`src/rtl/uart_pkg.sv`:
```
`default_nettype none
// ============================================================================
// Module      : uart_pkg
// Description : Shared UART frame constants and serializer state encoding,
//               common to the transmit and receive paths.
// Revision    : 1.0 - initial release
// ============================================================================
package uart_pkg;

   typedef enum logic [1:0] {
      ST_IDLE  = 2'd0,
      ST_START = 2'd1,
      ST_DATA  = 2'd2,
      ST_STOP  = 2'd3
   } uart_state_e;

   localparam int DATA_BITS = 8;
   localparam int STOP_BITS = 1;

endpackage
`default_nettype wire

```
`src/rtl/sync_fifo.sv`:
```
`default_nettype none
// ============================================================================
// Module      : sync_fifo
// Description : Single-clock FIFO with occupancy count; push when full and
//               pop when empty are silently ignored.
// Revision    : 1.0 - initial release
// ============================================================================
module sync_fifo #(
   parameter int WIDTH = 8,
   parameter int DEPTH = 8
) (
   input  logic                     i_clk,
   input  logic                     i_rst_n,
   input  logic                     i_push,
   input  logic [WIDTH-1:0]         i_data,
   input  logic                     i_pop,
   output logic [WIDTH-1:0]         o_data,
   output logic [$clog2(DEPTH):0]   o_count,
   output logic                     o_full,
   output logic                     o_empty
);

   localparam int PTR_W = $clog2(DEPTH);
   localparam int CNT_W = PTR_W + 1;

   logic [WIDTH-1:0] mem_q [DEPTH];
   logic [PTR_W-1:0] wr_ptr_q, wr_ptr_d;
   logic [PTR_W-1:0] rd_ptr_q, rd_ptr_d;
   logic [CNT_W-1:0] count_q, count_d;
   logic             push_ok;
   logic             pop_ok;

   assign push_ok = i_push && !o_full;
   assign pop_ok  = i_pop && !o_empty;

   // Pointers wrap on their own since DEPTH is a power of two.
   always_comb begin
      wr_ptr_d = wr_ptr_q;
      rd_ptr_d = rd_ptr_q;
      count_d  = count_q;
      if (push_ok) wr_ptr_d = wr_ptr_q + PTR_W'(1);
      if (pop_ok)  rd_ptr_d = rd_ptr_q + PTR_W'(1);
      if (push_ok && !pop_ok)      count_d = count_q + CNT_W'(1);
      else if (!push_ok && pop_ok) count_d = count_q - CNT_W'(1);
   end

   always_ff @(posedge i_clk or negedge i_rst_n) begin
      if (!i_rst_n) begin
         wr_ptr_q <= '0;
         rd_ptr_q <= '0;
         count_q  <= '0;
      end else begin
         wr_ptr_q <= wr_ptr_d;
         rd_ptr_q <= rd_ptr_d;
         count_q  <= count_d;
      end
   end

   always_ff @(posedge i_clk) begin
      if (push_ok) mem_q[wr_ptr_q] <= i_data;
   end

   assign o_data  = mem_q[rd_ptr_q];
   assign o_count = count_q;
   assign o_full  = (count_q == CNT_W'(DEPTH));
   assign o_empty = (count_q == '0);

endmodule
`default_nettype wire

```
`src/rtl/uart_tx_fifo.sv`:
```
`default_nettype none
// ============================================================================
// Module      : uart_tx_fifo
// Description : Buffered 8N1 UART transmitter; bytes queue in a FIFO and are
//               serialized LSB first with no idle gap between frames.
// Revision    : 1.0 - initial release
// ============================================================================
module uart_tx_fifo
   import uart_pkg::*;
#(
   parameter int BAUD_RATE  = 115200,
   parameter int CLK_FREQ   = 300000000,
   parameter int FIFO_DEPTH = 8
) (
   input  logic                          i_clk,
   input  logic                          i_rst_n,
   input  logic [7:0]                    i_data,
   input  logic                          i_valid,
   output logic                          o_ready,
   output logic                          o_tx,
   output logic                          o_active,
   output logic                          o_tx_hs,
   output logic [$clog2(FIFO_DEPTH):0]   o_fifo_count,
   output logic                          o_fifo_full,
   output logic                          o_fifo_empty
);

   localparam int CLKS_PER_BIT = CLK_FREQ / BAUD_RATE;
   localparam int BAUD_W       = (CLKS_PER_BIT > 1) ? $clog2(CLKS_PER_BIT) : 1;
   localparam int IDX_W        = $clog2(DATA_BITS);
   localparam logic [BAUD_W-1:0] BAUD_LAST = BAUD_W'(CLKS_PER_BIT - 1);
   localparam logic [IDX_W-1:0]  IDX_LAST  = IDX_W'(DATA_BITS - 1);

   uart_state_e      state_q, state_d;
   logic [BAUD_W-1:0] baud_q, baud_d;
   logic [IDX_W-1:0]  idx_q, idx_d;
   logic [7:0]        shift_q, shift_d;
   logic              avail_q;
   logic              baud_last;
   logic              fifo_pop;
   logic [7:0]        fifo_head;
   logic              fifo_full;
   logic              fifo_empty;

   sync_fifo #(
      .WIDTH (8),
      .DEPTH (FIFO_DEPTH)
   ) u_fifo (
      .i_clk   (i_clk),
      .i_rst_n (i_rst_n),
      .i_push  (i_valid),
      .i_data  (i_data),
      .i_pop   (fifo_pop),
      .o_data  (fifo_head),
      .o_count (o_fifo_count),
      .o_full  (fifo_full),
      .o_empty (fifo_empty)
   );

   assign baud_last    = (baud_q == BAUD_LAST);
   assign o_ready      = !fifo_full;
   assign o_fifo_full  = fifo_full;
   assign o_fifo_empty = fifo_empty;
   assign o_active     = (state_q != ST_IDLE);

   always_comb begin
      state_d  = state_q;
      baud_d   = baud_q + BAUD_W'(1);
      idx_d    = idx_q;
      shift_d  = shift_q;
      fifo_pop = 1'b0;
      o_tx     = 1'b1;
      o_tx_hs  = 1'b0;
      case (state_q)
         ST_IDLE: begin
            baud_d = '0;
            // Starting from idle waits for the head to have settled a cycle.
            if (avail_q && !fifo_empty) begin
               fifo_pop = 1'b1;
               shift_d  = fifo_head;
               state_d  = ST_START;
            end
         end
         ST_START: begin
            o_tx = 1'b0;
            if (baud_last) begin
               baud_d  = '0;
               idx_d   = '0;
               state_d = ST_DATA;
            end
         end
         ST_DATA: begin
            o_tx = shift_q[idx_q];
            if (baud_last) begin
               baud_d = '0;
               if (idx_q == IDX_LAST) state_d = ST_STOP;
               else                   idx_d   = idx_q + IDX_W'(1);
            end
         end
         ST_STOP: begin
            if (baud_last) begin
               o_tx_hs = 1'b1;
               baud_d  = '0;
               if (!fifo_empty) begin
                  fifo_pop = 1'b1;
                  shift_d  = fifo_head;
                  state_d  = ST_START;
               end else begin
                  state_d  = ST_IDLE;
               end
            end
         end
         default: state_d = ST_IDLE;
      endcase
   end

   always_ff @(posedge i_clk or negedge i_rst_n) begin
      if (!i_rst_n) begin
         state_q <= ST_IDLE;
         baud_q  <= '0;
         idx_q   <= '0;
         shift_q <= '0;
         avail_q <= 1'b0;
      end else begin
         state_q <= state_d;
         baud_q  <= baud_d;
         idx_q   <= idx_d;
         shift_q <= shift_d;
         avail_q <= !fifo_empty;
      end
   end

endmodule
`default_nettype wire

```
`config.mk`:
```
export PLATFORM = sky130hd
export DESIGN_NAME = uart_tx_fifo
export DESIGN_NICKNAME = d
export VERILOG_FILES = /design/src/rtl/uart_pkg.sv /design/src/rtl/sync_fifo.sv /design/src/rtl/uart_tx_fifo.sv
export SDC_FILE = /design/constraint.sdc
export NUM_CORES = 1
export LEC_CHECK = 0
export CELL_PAD_IN_SITES_DETAIL_PLACEMENT = 0
export CELL_PAD_IN_SITES_GLOBAL_PLACEMENT = 1
export CORE_MARGIN = 1.5
export CORE_UTILIZATION = 35
export DETAILED_ROUTE_END_ITERATION = 10
export PLACE_DENSITY = 0.61
export SKIP_CTS_REPAIR_TIMING = 1
export SYNTH_ARGS = -nofsm -noshare
export SYNTH_HDL_FRONTEND = slang
export SYNTH_SLANG_ARGS = --single-unit
```
`constraint.sdc`:
```
create_clock -name i_clk -period 6 [get_ports i_clk]
set_input_delay 0.9 -clock i_clk [delete_from_list [all_inputs] [get_ports i_clk]]
set_output_delay 0.9 -clock i_clk [all_outputs]
set_load 0.01 [all_outputs]
```
==> results.txt <==
The filler cell count came out at 1181. For this run, the top clock speed supported by timing is 322.6 MHz. The slowest stage cell on the critical path is sky130_fd_sc_hd__clkdlybuf4s50_1. The most used flip-flop cell after synthesis is sky130_fd_sc_hd__edfxtp_1. The area inside the core boundary came out at between 10000 and 15000 um2. The synthesis-to-finish area growth came out at 14.76%.

The all-layer global routing usage came out at 13.25%. The leakage power of the design is 1.922 nW. The instance area after placement came out at 4900 um2. By area, the combinational part of the netlist is dominated by multiplexers. The total via count in the routed design came out at between 2000 and 2500. The delay contributed by the slowest stage of the critical path is 540 ps. The number of optimization iterations in the first detailed-route pass came out at 4. The net total in the final layout is about 340. The yosys synthesis warning count came out at 0.

Leaving out fill and tap cells, the most frequent cell in the layout is sky130_fd_sc_hd__edfxtp_1. The number of hold-slack violations in the final timing report came out at 0. STA classifies the critical path endpoint as a primary output. The sequential cell fraction of total power is a little over two fifths. Setup slack on the critical path of the routed design comes to 2900 ps.

The switching share of power came out at 33.03%. The count of nets left with antenna violations once routing finished came out at 0. The number of rows created at floorplan is approximately 40. In this run the tool buffered the top-level ports with 20 buffer cells. The multiplexer share of the synthesized area came out at 15.79%. The total negative setup slack is 0 ps. The worst-margin pin slew is ~940 ps. The maximum level of the CTS H-tree is 3. The parity-gate share of the synthesized area counting xor and xnor cells is 3.096%. The netlist uses 43 different library cells.

The peak ir drop on the vdd network is approximately 350 uV. The gate count after technology mapping came out at between 200 and 300. The design internal power is 1.608 mW. Leaving out fill and tap cells, the most frequent cells in the layout are sky130_fd_sc_hd__edfxtp_1, sky130_fd_sc_hd__dfrtp_1, sky130_fd_sc_hd__nor2_1, sky130_fd_sc_hd__mux2_2, sky130_fd_sc_hd__clkdlybuf4s50_1. The clock-pin slew reported for the worst setup and hold paths after clock tree synthesis is ~70 ps. The adder-cell share of the synthesized area is 4.036%. In this run the clock root is driven by a sky130_fd_sc_hd__clkbuf_16. The routed length per instance came out at about 17 um. Measured against its own limit, the worst slew margin works out to 37.33%.

The share of the clock period used by the worst path came out at 51.67%. The total wire length is 8090 um. The number of design rule violations left after detail routing is 0. At the worst endpoint, the required time is approximately 5100 ps. The final antenna diode count came out at 0. The total die area is 13620 um2.

The via count of the first global-routing pass is roughly 2400. The global-route wire length before repair is 12990 um. The total area of multi-input combinational cells is 1614 um2. The proportion of layout cells with a drive suffix above 1 is 14.47%. The async set or reset register ratio after synthesis is 36.00%.

The critical path contains buffers and inverters numbering 2 combined. The net switching power figure came out at 792.7 uW. Summed over all layers, the global routing overflow is 0. The final count of negative-setup-slack endpoints came out at 0. The relative contribution of combinational cells to total power is 32.3%.

The critical path data arrival time is 2200 ps. The final setup skew is 7.008 ps. The area of the mapped netlist came out at 4526 um2.

The max-slew violation count is 0. The cell taking the most area after synthesis is sky130_fd_sc_hd__edfxtp_1. The net count after synthesis came out at approximately 310. The final instance count without filler cells is about 500. The clock period minus worst slack came out at 3100 ps. The vertical die dimension is 116.7 um. Of the total synthesized cell area, the portion taken by AND, OR, NAND and NOR gates is 9.041%. The number of violations of the max-capacitance limit is 0. The worst setup path is launched from a flop.

Setup repair after global routing left no endpoint under its margin. The flow ran to the end, and the final reports show no timing, DRC or antenna violations. The number of synthesized flops with an enable pin came out at between 60 and 70.

The final weighted congestion in routability-driven placement is about 0.72. The starting density of the core came out at 35.86%. No sink is reached through more buffers than the 2 on the longest clock path. The via count normalized by instance count is slightly below 5. TritonCTS created 9 clock buffers. The post-DP HPWL came out at ~5400 um. The total placed cells including tap cells is between 400 and 500. The sum of internal, switching and leakage power is 2.400 mW.

The compound-gate portion of the synthesized area came out at 3.373%. The clock latency on the worst-skew pair is 350 ps. The clock net in this run drives a total of 100 sinks. The sequential area share after synthesis came out at 62.37%.

The post-place setup slack is 2789 ps. TritonCTS built the clock tree. The die span in x came out at 116.7 um.

The number of antenna violations at the first check in global routing was 0. In this run the mean area of a mapped cell was 15.66 um2. The number of synthesized register bits came out at 100.

The power density relative to cell area came out at 462.1 nW/um2. The count of boundary I/O pins is 21. The area share of the largest cell type after synthesis is 42.47%. The setup path with the least slack is of type flop to primary output. Entering global routing, the biggest net connects 37 pins. Traced cell by cell, the critical path runs through nor3_1, nand4_1, inv_1, clkdlybuf4s50_1.

Sorting the synthesized cells by area gives the leading types as sky130_fd_sc_hd__edfxtp_1, sky130_fd_sc_hd__dfrtp_1, sky130_fd_sc_hd__mux4_1. The clock network fraction of total power is 23.7%. The sequential standard cell area is 2823 um2. The worst hold path belongs to the class flop to flop. The cell family contributing the most delay on the critical path is simple AND/OR/NAND/NOR gates. In this run, the number of DRC markers left after iteration 0 of detailed routing was 134. The largest fanout of any net on the critical path came out at 6.

The post-route cell area is 5194 um2.
## power by group through the flow
stage,sequential (mW),clock (mW),combinational [mW]
2_1_floorplan,0.985,0,0.652
3_3_place_gp,1.07,0,0.784
3_5_place_dp,1.08,0,0.790
4_1_cts,1.07,0.586,0.794
5_1_grt,1.09,0.609,0.864
6_report,1.06,0.568,0.775
## cell type report
cell class / instances / area share [%]
clock inverters: 7 / 1.325
well taps: 172 / 4.144
inverters: 10 / 0.7227
repair buffers: 22 / 4.047
multi-input cells: 170 / 31.08
clock buffers: 9 / 4.336
flip-flops and latches: 100 / 54.35
## worst paths after layout
kind | start | endpoint | slack (ps) | depth (start not counted)
max | baud_q[6] | o_tx_hs | 2900 | 4
min | baud_q[0] | baud_q[0] | 460 | 1
max reg2reg | baud_q[0] | u_fifo.o_count[3] | 3000 | 11
min reg2reg | baud_q[0] | baud_q[0] | 460 | 1
max in group asynchronous | i_rst_n | u_fifo.wr_ptr_q[1] | 4820 | 1
min in group asynchronous | i_rst_n | shift_q[7] | 650 | 1
## logic make-up (layout without fill, tap and decap cells)
group | after synthesis | in the layout
and+or+nand+nor | 77 | 77
adders and majority gates | 14 | 14
AOI/OAI and AO/OA | 23 | 23
buffers and inverters | 19 | 48
xor gates and xnor gates | 16 | 16
DFF | 100 | 100
muxes | 40 | 40
## stage by stage
step | utilization [%] | hold slack, ps
3_5_place_dp | 38.83 | 450.6
6_report | 41.16 | 461.7
3_3_place_gp | 38.83 | 437.1
2_1_floorplan | - | 423.9
5_1_grt | 41.16 | 483.1
4_1_cts | 41.16 | 460.1
## cell usage after synthesis, types with 2 or more instances
| cell | instances |
|---|---|
| sky130_fd_sc_hd__nor3_1 | 11 |
| sky130_fd_sc_hd__mux2_2 | 19 |
| sky130_fd_sc_hd__buf_6 | 2 |
| sky130_fd_sc_hd__o21ai_0 | 8 |
| sky130_fd_sc_hd__xnor2_1 | 4 |
| sky130_fd_sc_hd__mux4_1 | 16 |
| sky130_fd_sc_hd__nor4_1 | 2 |
| sky130_fd_sc_hd__a21oi_1 | 5 |
| sky130_fd_sc_hd__ha_1 | 13 |
| sky130_fd_sc_hd__dfrtp_1 | 36 |
| sky130_fd_sc_hd__nor2b_1 | 2 |
| sky130_fd_sc_hd__xor2_1 | 12 |
| sky130_fd_sc_hd__edfxtp_1 | 64 |
| sky130_fd_sc_hd__nand2_1 | 13 |
| sky130_fd_sc_hd__mux4_2 | 2 |
| sky130_fd_sc_hd__nand4_1 | 6 |
| sky130_fd_sc_hd__nor2_1 | 19 |
| sky130_fd_sc_hd__and4_1 | 4 |
| sky130_fd_sc_hd__mux2i_1 | 2 |
| sky130_fd_sc_hd__nand3_1 | 9 |
| sky130_fd_sc_hd__inv_1 | 10 |
| sky130_fd_sc_hd__a21o_1 | 2 |
| sky130_fd_sc_hd__nor4b_2 | 2 |
| sky130_fd_sc_hd__clkbuf_1 | 4 |
| sky130_fd_sc_hd__nand2b_1 | 4 |
## sequential cells by signal, summed over array words and instances (netlist names)
signal and flops:
avail_q 1, baud_q 12, idx_q 3, shift_q 8, state_q 2, u_fifo.mem_q 64
u_fifo.o_count 4, u_fifo.rd_ptr_q 3, u_fifo.wr_ptr_q 3
## routing by layer
metal | global-route usage (%) | up-vias | routed length (um)
met5 | 0 | - | 0
met4 | 6.265 | 0 | 148
met3 | 3.581 | 9 | 244
met2 | 21.99 | 35 | 4086
met1 | 16.14 | 1218 | 3610
li1 | - | 1162 | -
Note: power is estimated with default switching activity, not from simulation.
==> RTL edit 1 (config.mk and constraints unchanged) <==
Re-encode `uart_state_e` (4 states) as one-hot, 4 bits wide.
--- a/src/rtl/uart_pkg.sv
+++ b/src/rtl/uart_pkg.sv
@@ -7,11 +7,11 @@
 // ============================================================================
 package uart_pkg;
 
-   typedef enum logic [1:0] {
-      ST_IDLE  = 2'd0,
-      ST_START = 2'd1,
-      ST_DATA  = 2'd2,
-      ST_STOP  = 2'd3
+   typedef enum logic [3:0] {
+      ST_IDLE  = 4'b0001,
+      ST_START = 4'b0010,
+      ST_DATA  = 4'b0100,
+      ST_STOP  = 4'b1000
    } uart_state_e;
 
    localparam int DATA_BITS = 8;
Formal check against the unedited RTL: no difference found for any inputs over 10 cycles, from zero or initial values and one cycle with i_rst_n low; not proved beyond that.
==> RTL edit 1 against the original RTL <==
Cell count fell by 1.8%; worst setup slack got worse by 220 ps; sequential share of layout area rose by 1.3 points; clock skew rose by 4.5 ps; combinational power fell by 6.3%; utilization fell by 0.23 points; synthesized area fell by 0.11%; synthesized cell count fell by 1.7%; design area fell by 0.55%; global-route usage fell by 0.44 points; routed wire length fell by 4.7%; sequential cell count rose by 2; total power fell by 1.1%; critical path type unchanged; largest power group unchanged.
==> RTL edit 1: results <==
[worst_setup_path]
r2r_slack_ps = 2770
r2r_start = "state_q[0]"
critPathMaxStageDelay_ps = 770
slowest_stage = "or4b_2"
worstPathArrival_ps = 2420
worstPathMaxFanout = 10
startpoint = "state_q[1]"

[sta]
timing.clock.skew_ps = 11.49
worstMarginPinSlew_ps = 1005

[place]
post-dp-hpwl_um = 4984
gp_congestion = 0.7154
dpl.cell_count = 465
io_buffers = 20

[logic_synthesis]
synth_nets = 304
synth_common_cells = "64 x edfxtp_1, 37 x dfrtp_1, 24 x nor2_1, 12 x mux2_2"
ys_top_cells_by_area = "edfxtp_1 43%, dfrtp_1 20%, mux4_1 6.4%"
avgSynthCellArea_um2 = 15.92
yosysSeqAreaShare_pct = 63.58
async_reset_ff_share_pct = 37.25

[cells_and_area]
n_fill_cell = 1175
drive_above_1_share_pct = 18.45
finalNetCount = 324

[power]
max-vdd-ir-drop_mv = 0.1920
p_leak_nw = 1.888

[drt]
wl_um = 7707
viasPerCell = 4.786
vias = 2302
drt_iter0_markers = 115

[cts]
cts_buffers = 9

[worst_hold_path]
min_path_type = "flip-flop to flip-flop"

[global_routing]
grt_max_degree = 39
grt.total_usage_pct = 12.81
grt_pass1_wl_um = 12520

[status]
status = "complete, no violations"
## RTL edit 1: kinds of logic after synthesis
kind of cell	synth area share [%]
buffers and inverters	2.768
muxes	15.64
DFF	63.58
AOI/OAI and AO/OA	3.128
xor gates and xnor gates	3.681
adders and majority gates	2.657
and+or+nand+nor	8.553
## RTL edit 1: worst register-to-register path, stage by stage, from the launching register on
cell and delay, ps:
dfstp_2 580, or4b_4 490, or2_4 270, a21oi_4 440, inv_1 90, ha_1 220, inv_1 130, ha_1 250
a21o_1 170, a21oi_1 160, mux2i_1 230, xnor2_1 130
## RTL edit 1: layer usage
layer  global-route usage (%)  vias up  share of wire, %
met5                        0        -                 0
li1                         -     1119                 -
met2                    20.16       26                48
met1                    16.32     1150                46
met3                    4.515        7               3.8
met4                    5.060        0               1.4
## RTL edit 1: worst paths after layout
path	to	cells after the start
min in group asynchronous	baud_q[2]	1
min reg2reg	baud_q[0]	1
max	o_tx	3
min	baud_q[0]	1
max in group asynchronous	idx_q[0]	1
max reg2reg	u_fifo.o_count[3]	11
## RTL edit 1: report_power, final
group          internal, mW  total, mW  switching (mW)
combinational         0.429      0.726           0.298
clock                 0.294      0.578           0.284
sequential            0.907       1.07           0.163
total                  1.63       2.37           0.745
## RTL edit 1: stage by stage
stage | instance area (µm²) | setup slack (ps) | power [mW] | hold WS [ps] | util [%]
after detailed placement | 4865 | 2774 | 1.833 | 502.9 | 38.55
after CTS | 5165 | 2650 | 2.417 | 520.5 | 40.93
after floorplan | 4521 | 3036 | 1.636 | 475.3 | -
final | 5165 | 2682 | 2.375 | 515.2 | 40.93
after global placement | 4865 | 2820 | 1.816 | 496.8 | 38.55
after global routing | 5165 | 2511 | 2.524 | 535.9 | 40.93
## RTL edit 1: final cells by class
type	instances	share of cell area [%]
clock buffer	9	4.360
clock inverter	7	1.453
inverter	11	0.7994
multi-input combinational	159	29.65
sequential	102	55.64
tap	172	4.167
timing repair buffer	21	3.924
==> RTL edit 2 (same flow settings) <==
Made on the original files. The package constant `DATA_BITS` goes from 8 to 16.
--- a/src/rtl/uart_pkg.sv
+++ b/src/rtl/uart_pkg.sv
@@ -14,7 +14,7 @@
       ST_STOP  = 2'd3
    } uart_state_e;
 
-   localparam int DATA_BITS = 8;
+   localparam int DATA_BITS = 16;
    localparam int STOP_BITS = 1;
 
 endpackage
Function: same outputs for any inputs over 10 cycles, from zero or initial values and one cycle with i_rst_n low; that may be too few to reach the edited logic, so the function may still have changed.
==> RTL edit 2 against the original RTL <==
Synthesized area down 0.44%; worst setup slack worse by 51 ps; total power is 3.3% higher; utilization is 0.23 points higher; global-route usage decreased by 0.076 points; count of clock-buffer cells in the layout is the same; sequential cell count rose by 1; sequential share of layout area up 0.40 points; first-iteration DRC count shrank 8.2%; routed wire length decreased by 3.4%; die area fell by 0.43%; synthesized cell count decreased by 0.35%; design area increased by 0.14%; critical path type unchanged; largest cell class unchanged; highest routed layer unchanged.
==> RTL edit 2: results <==
[cells_and_area]
n_fill_cell = 1146
buffers = 21
multi_input_area_share_pct = 30.24
bufAreaShareNonClock_pct = 3.897
drive_above_1_share_pct = 20.32
seq_share_pct = 54.75
nMultiInputCombCells = 167
final-seq-area_um2 = 2848
finalNetCount = 334
final-clk-cell-share_pct = 6.255
final_cells = 487

[worst_setup_path]
worstPathMaxFanout = 13
worstPathArrival_ps = 2250
startpoint = "state_q[0]"
r2r_slack_ps = 3070

[cts]
cts_sinks = 101
h-tree-depth = 3

[global_routing]
use_met1_pct = 16.83
grt_pass1_vias = 2413
grt_max_degree = 38
met2_usage_pct = 21.10
grt.total_usage_pct = 13.17
grt_pass1_wl_um = 12870
gr-usage-met3_pct = 4.411

[logic_synthesis]
synth_compound_gate_area_share_pct = 3.138
synth_common_cells = "64 x edfxtp_1, 37 x dfrtp_1, 19 x nor2_1, 18 x mux4_2, 15 x nand2_1"
synthCells = 288
yosysSeqAreaShare_pct = 63.20
ys_top_cells_by_area = "edfxtp_1 43%, dfrtp_1 21%, mux4_2 9.0%"
synth_fa_ha_area_share_pct = 3.777
yosysUniqueCellTypes = 48
async_reset_ff_share_pct = 36.63
synth_nets = 312
synth_xor_area_share_pct = 3.110
synth_mux_area_share_pct = 15.11

[status]
status = "complete, no violations"

[sta]
slew_headroom_pct = 21.53
period_share_pct = 52.52
timing.clock.skew_ps = 9.447

[power]
switching_power_uw = 776.6
p_clk_uw = 615
p_seq_share_pct = 41.6
max-vdd-ir-drop_mv = 0.2419
p_leak_nw = 1.930

[drt]
drt-met1-wl_um = 3670
wl_met2_um = 3786
drt_iter0_markers = 123
dr_wl_met3_um = 290
viasPerCell = 4.838
wl_um = 7813

[place]
placed_area_um2 = 4876
gp_congestion = 0.7177
post-dp-hpwl_um = 5259
-- RTL edit 2: cell types whose count changed in the layout (fill, tap and decap cells not counted), moves of 3 or more --
cell and delta:
mux4_1 -16, mux4_2 +16, mux2_4 +7, and4_1 -3
nor3_2 -3, nor3_1 -3, mux2_2 -7, o21ai_0 -7
-- RTL edit 2: worst max-delay path, stage by stage (launching register included) --
cell             delay, ps
dfrtp_1                410
inv_1                  140
ha_1                   420
nand2b_1               180
a21boi_0               190
clkdlybuf4s50_1        560
-- RTL edit 2: path summary, 6_finish.rpt --
| path | to | cells after the start |
|---|---|---|
| worst max-delay path | o_tx | 5 |
| min in group asynchronous | baud_q[6] | 1 |
| max in group asynchronous | baud_q[1] | 1 |
| worst min register to register | baud_q[0] | 1 |
| worst min-delay path | baud_q[0] | 1 |
| worst max register to register | u_fifo.o_count[3] | 12 |
